### src/rtl/wb_queue.sv
// Write-back queue: buffers pipeline results and retires one per cycle into the register file write port.
// Optional read-port forwarding of pending entries is enabled by defining WB_QUEUE_FORWARD_EN.
module wb_queue #(
  parameter int DEPTH = 4,
  parameter int AW    = 5,
  parameter int DW    = 64
) (
  input  logic                     clk,
  input  logic                     rst_n,
  input  logic                     in_valid,
  output logic                     in_ready,
  input  logic [AW-1:0]            in_addr,
  input  logic [DW-1:0]            in_data,
  input  logic                     rf_busy,
  output logic                     we3,
  output logic [AW-1:0]            wa3,
  output logic [DW-1:0]            wd3,
  input  logic [AW-1:0]            ra1,
  input  logic [AW-1:0]            ra2,
  output logic                     fwd1_hit,
  output logic                     fwd2_hit,
  output logic [DW-1:0]            fwd1_data,
  output logic [DW-1:0]            fwd2_data,
  output logic [$clog2(DEPTH):0]   count
);

  localparam int PW = $clog2(DEPTH);
  localparam int CW = PW + 1;
  localparam logic [AW-1:0] XZR = '1;

  logic [PW-1:0] head_q, head_d, tail_q, tail_d;
  logic [CW-1:0] count_q, count_d;
  logic [AW-1:0] addr_q [DEPTH];
  logic [AW-1:0] addr_d [DEPTH];
  logic [DW-1:0] data_q [DEPTH];
  logic [DW-1:0] data_d [DEPTH];
  logic          push, store;

  assign in_ready = (count_q < CW'(DEPTH));
  assign we3      = (count_q != '0) & ~rf_busy;
  assign wa3      = (count_q != '0) ? addr_q[head_q] : '0;
  assign wd3      = (count_q != '0) ? data_q[head_q] : '0;
  assign count    = count_q;

  always_comb begin
    push    = in_valid & in_ready;
    // Writes to XZR complete the handshake but are never queued.
    store   = push & (in_addr != XZR);
    head_d  = we3 ? head_q + PW'(1) : head_q;
    tail_d  = store ? tail_q + PW'(1) : tail_q;
    count_d = count_q + CW'(store) - CW'(we3);
    addr_d  = addr_q;
    data_d  = data_q;
    if (store) begin
      addr_d[tail_q] = in_addr;
      data_d[tail_q] = in_data;
    end
  end

  always_ff @(posedge clk or negedge rst_n) begin
    if (!rst_n) begin
      head_q  <= '0;
      tail_q  <= '0;
      count_q <= '0;
      for (int i = 0; i < DEPTH; i++) begin
        addr_q[i] <= '0;
        data_q[i] <= '0;
      end
    end else begin
      head_q  <= head_d;
      tail_q  <= tail_d;
      count_q <= count_d;
      addr_q  <= addr_d;
      data_q  <= data_d;
    end
  end

`ifdef WB_QUEUE_FORWARD_EN
  logic [PW-1:0] idx;

  // Scan oldest to youngest so the last match seen is the youngest.
  always_comb begin
    fwd1_hit  = 1'b0;
    fwd2_hit  = 1'b0;
    fwd1_data = '0;
    fwd2_data = '0;
    idx       = head_q;
    for (int i = 0; i < DEPTH; i++) begin
      idx = head_q + PW'(i);
      if (CW'(i) < count_q) begin
        if ((addr_q[idx] == ra1) && (ra1 != XZR)) begin
          fwd1_hit  = 1'b1;
          fwd1_data = data_q[idx];
        end
        if ((addr_q[idx] == ra2) && (ra2 != XZR)) begin
          fwd2_hit  = 1'b1;
          fwd2_data = data_q[idx];
        end
      end
    end
  end
`else
  logic unused_ra;
  assign unused_ra = ^{ra1, ra2};
  assign fwd1_hit  = 1'b0;
  assign fwd2_hit  = 1'b0;
  assign fwd1_data = '0;
  assign fwd2_data = '0;
`endif

endmodule

### config.mk
export PLATFORM = sky130hd
export DESIGN_NAME = wb_queue
export DESIGN_NICKNAME = d
export VERILOG_FILES = /design/src/rtl/wb_queue.sv
export SDC_FILE = /design/constraint.sdc
export NUM_CORES = 1
export LEC_CHECK = 0
export CORE_ASPECT_RATIO = 0.7
export CORE_MARGIN = 4
export CORE_UTILIZATION = 56
export CTS_BUF_LIST = sky130_fd_sc_hd__clkbuf_4 sky130_fd_sc_hd__clkbuf_8 sky130_fd_sc_hd__clkbuf_16
export DETAILED_ROUTE_END_ITERATION = 10
export HOLD_SLACK_MARGIN = 0.02
export PLACE_DENSITY = 0.95
export RECOVER_POWER = 100
export SLEW_MARGIN = 0
export SYNTH_ARGS = -nofsm -noshare
export SYNTH_HDL_FRONTEND = slang
export SYNTH_SLANG_ARGS = --single-unit
### constraint.sdc
create_clock -name clk -period 6.15 [get_ports clk]
set_input_delay 1.23 -clock clk [delete_from_list [all_inputs] [get_ports clk]]
set_output_delay 1.23 -clock clk [all_outputs]
set_load 0.01 [all_outputs]
======== Word-level counts from Yosys, hierarchy flattened ========
Cells that the tools add are included.
operators by class
  add/subtract/negate cells ............... 4
  $lt $le $gt $ge ......................... 4
  eq/ne operators ......................... 1
  mux-type cells .......................... 14
  bitwise logic cells ..................... 6
  reduce and logical (&&, ||, !) cells .... 2
operators by type and width
  kind                                                         count
  bitwise mux 256 bit                                          1
  2-to-1 mux 64 bit                                            4
  binary-select mux 64 bit (select 2 bit)                      1
  demux 64 bit (select 2 bit)                                  1
  bitwise mux 20 bit                                           1
  2-to-1 mux 5 bit                                             4
  binary-select mux 5 bit (select 2 bit)                       1
  demux 5 bit (select 2 bit)                                   1
  >= comparator 3 bit (second input constant)                  2
  inverter 2 -> 3 bit                                          2
  != test 5 bit (second input constant)                        1
  adder 2 x 1 -> 2 bit (second input constant)                 2
  adder 3 x 1 -> 3 bit                                         1
  bitwise AND 1 bit                                            3
  less-than comparator 3 x 1 -> 1 bit (second input constant)  1
  less-than comparator 3 bit (second input constant)           1
  nonzero test 3 bit                                           1
  subtractor 3 x 1 -> 3 bit                                    1
  logical AND 1 bit                                            1
  inverter 1 bit                                               1
word-level totals
  bits in registers ....................... 283
  bits of input ports ..................... 83
  output and inout port bits .............. 204
  word-level logic and storage cells ...... 42

======== Longest topological paths before layout ========
  depth after elaboration ................. 6
  mapped depth ............................ 11

======== Least setup slack after synthesis ========
OpenSTA, ideal clock, no wires.
  kind .................................... input -> register
  start ................................... in in_addr[4]
  end ..................................... reg count_q[2], in the netlist count[2]
  library setup time ...................... 0.129 ns
  arrival ................................. 2.981 ns
  data required time ...................... 6.021 ns
  slack ................................... 3.040 ns
  cell stages on the path ................. 11
  cells stage by stage .................... and4_1 -> buf_6 -> a21oi_1 -> inv_1 -> ha_1 -> inv_1 -> ha_1 -> inv_1 -> fa_1 -> xnor2_1 -> xnor2_1
between the ends
  word-level cells in the longest chain between the ends .. 4
RTL lines
  what                       line  RTL
  start, declared            12    input logic [AW-1:0] in_addr,
  != test 5 bit              48    store = push & (in_addr != XZR);
  bitwise AND 1 bit          48
  adder 3 x 1 -> 3 bit       51    count_d = count_q + CW'(store) - CW'(we3);
  subtractor 3 x 1 -> 3 bit  51
  named net count_d[2]       32    logic [CW-1:0] count_q, count_d;
  end signal, assigned       72    count_q <= count_d;
  end, declared              32
The timed path passes the listed nets, and every way through them passes these cells.
A chain may end at the register's enable or synchronous reset.

======== Worst setup path after layout ========
  start ................................... in in_addr[2]
  end ..................................... reg data_q[22] in the netlist's numbering
between the ends
  word-level cells in the longest chain between the ends .. 2
RTL lines
  what                  line  RTL
  != test 5 bit         48
  bitwise AND 1 bit     48
  end signal, assigned  74    data_q <= data_d;
  end, declared         35    logic [DW-1:0] data_q [DEPTH];
No other way between the ends.

==> results.json <==
{
  "status": "complete, but fails checks",
  "violations": "max-capacitance violations, max-slew violations",
  "grt.overflow.total": 0,
  "core_um2": 25000,
  "drt_iter0_drc": 378,
  "cts_buffers": 27,
  "placed_area_um2": 15500,
  "worstPathArrival_ns": 5.49,
  "clock_latency_ns": 0.54,
  "p_leak_nw": 6.93,
  "period_needed_ns": 5.08,
  "cts_tree": "yes",
  "dr.pass1.iters": 4,
  "grt_pass1_wl_um": 46200,
  "clockPowerShare_pct": 18.6,
  "dp_hpwl_um": 18400,
  "power_density_nw_per_um2": 575,
  "final_max_slew_viol_count": 334,
  "synth-seq-area-share_pct": 49.1,
  "comb_power_share_pct": 43.3,
  "totalPowerFinal_mw": 9.16,
  "worstSetupStartpointType": "input pin",
  "synth_cells": 924,
  "critPathMaxFanout": 56,
  "drc": 0,
  "rsz0062_at_grt": "false",
  "clock_path_buffers": 3,
  "synth_cell_types": 26,
  "cts-root-buf": "clkbuf_16",
  "die_w_um": 200,
  "holdCritPathClass": "register to register",
  "end_kind": "register",
  "clock_skew_ns": 0.0175,
  "routed_wl_um": 29000,
  "via_per_inst": 5.44,
  "io_pins": 287,
  "slew_headroom_pct": -80.2,
  "tns_ns": 0,
  "postCtsSetupRepairBufs": 0,
  "fill_cells": 1787,
  "switching_share_pct": 31.2,
  "layoutNonFillerInstCount": 1399,
  "htree_levels": 1,
  "drive_gt1_share_pct": 28.7,
  "setup_viol": 0,
  "synth_seq_cells": 283,
  "post_cts_resized": 0,
  "max_freq_mhz": 197,
  "die_h_um": 142,
  "dp.cells": 1351,
  "cts_hold_buffers": 0,
  "fin_area_um2": 15900,
  "p_switching_mw": 2.86,
  "track_usage_pct": 20.3,
  "peakVddDrop_mv": 0.397,
  "crit_type": "input pin to register",
  "pwr-share-seq_pct": 38.1,
  "tightestPinTransition_ns": 2.70,
  "post-route-period-util_pct": 82.6,
  "syn_area_um2": 14400,
  "area_growth_pct": 10.3,
  "antenna_cells": 0,
  "internal_power_mw": 6.30,
  "antenna_found_initial": 0,
  "gp_congestion": 0.745,
  "yosysWarnings": 0,
  "critical_path_required_ns": 6.56,
  "clock_sinks": 283,
  "routedWlPerCell_um": 20.7,
  "detail-route-antenna-nets": 0,
  "nets": 1145,
  "rrSetupSlack_ns": 1.99,
  "grt_max_degree": 156,
  "grt_pass1_vias": 8371,
  "initial_core_util_pct": 57.8,
  "die_area_um2": 28400,
  "row_count": 48,
  "cap_violations": 8,
  "final_hold_viol_count": 0,
  "avgSynthCellArea_um2": 15.6,
  "dr_total_vias": 7617,
  "clk_pin_slew_ns": 0.06,
  "port-buffer-count": 146
}
-- power groups by stage --
| stage | Combinational, mW | Sequential, mW | Clock, mW |
|---|---|---|---|
| 2_1_floorplan | 3.23 | 3.16 | 0 |
| 3_3_place_gp | 4.32 | 3.45 | 0 |
| 3_5_place_dp | 4.46 | 3.52 | 0 |
| 4_1_cts | 4.50 | 3.52 | 1.74 |
| 5_1_grt | 4.26 | 3.62 | 1.82 |
| 6_report | 3.97 | 3.49 | 1.70 |
-- stage by stage --
step | hold WS, ns | setup slack [ns] | utilization (%)
after floorplan | 0.455 | 3.04 | -
after global placement | 0.465 | 2.16 | 61.9
after detailed placement | 0.475 | 2.08 | 61.9
after CTS | 0.490 | 1.71 | 65.6
after global routing | 0.500 | 0.936 | 63.7
final | 0.488 | 1.07 | 63.7
-- critical path, cell delays in order --
cell and delay [ns]:
dlygate4sd3_1 0.65, and4_1 0.35, a21oi_1 1.30, clkbuf_2 1.47, mux2_2 0.45
-- Yosys cell counts --
cell / count / area share, %
nand2b_1: 1 / 0.043
nor3b_1: 1 / 0.052
nor2_1: 9 / 0.23
buf_2: 8 / 0.28
inv_1: 7 / 0.18
a21oi_4: 4 / 0.45
nor3_1: 1 / 0.035
and2b_1: 7 / 0.36
mux4_2: 69 / 11
nand3b_1: 4 / 0.21
mux2_2: 149 / 12
a21oi_1: 1 / 0.035
and4_1: 2 / 0.12
ha_1: 6 / 0.52
xor2_1: 2 / 0.12
buf_6: 5 / 0.39
buf_4: 143 / 7.4
dfrtp_1: 283 / 49
clkbuf_1: 15 / 0.39
nor2b_1: 62 / 2.7
buf_12: 12 / 1.7
xnor2_1: 3 / 0.18
mux2_4: 120 / 12
conb_1: 1 / 0.026
o22a_1: 8 / 0.49
fa_1: 1 / 0.14
-- cell type report --
| class | count | area, um2 | area share [%] |
|---|---|---|---|
| Sequential cell | 283 | 7090 | 44.5 |
| Multi-Input combinational cell | 580 | 5940 | 37.3 |
| Timing Repair Buffer | 156 | 1560 | 9.77 |
| Clock buffer | 36 | 768 | 4.82 |
| Tap cell | 325 | 407 | 2.55 |
| Clock inverter | 12 | 144 | 0.904 |
| Inverter | 7 | 26.3 | 0.165 |
-- final timing paths --
check	start	end	cells after the start
min reg2reg	data_q[181]$_DFFE_PN0P_	data_q[181]$_DFFE_PN0P_	1
max in group asynchronous	rst_n	data_q[229]$_DFFE_PN0P_	2
min	data_q[181]$_DFFE_PN0P_	data_q[181]$_DFFE_PN0P_	1
min in group asynchronous	rst_n	data_q[76]$_DFFE_PN0P_	1
max	in_addr[2]	data_q[22]$_DFFE_PN0P_	5
max reg2reg	count[2]$_DFF_PN0_	data_q[22]$_DFFE_PN0P_	4
-- flip-flops by register name, indices dropped and copies added (netlist names) --
signal and cells:
addr_q 20, count 3, data_q 256, tail_q 2
head_q 2
-- kinds of logic after synthesis --
group | after synthesis | synth area share, %
DFF | 283 | 49.1
buffers and inverters | 190 | 10.3
AOI/OAI and AO/OA | 13 | 0.971
other | 1 | 0.0260
adders and majority gates | 7 | 0.659
xor gates and xnor gates | 5 | 0.304
and+or+nand+nor | 87 | 3.75
muxes | 338 | 34.9
-- cells in the final DEF, fill, tap and decap left out, drive strengths merged, types with 7 or more instances in the layout --
cell and n:
nor2 9, o22a 8, mux2 269, clkbuf 41, nor2b 62, and2b 7
inv 8, conb 130, clkdlybuf4s50 70, mux4 69, dlygate4sd3 75, dfrtp 283
-- per-layer routing --
metal  global-route usage [%]  vias to the layer above  routed length [um]
li1                         -                     3299                   -
met1                     28.8                     4063               12800
met2                     33.3                      215               14300
met3                     4.07                       40                1520
met4                     3.97                        0                 412
met5                        0                        -                   0
Power figures use the tool's default switching activity.
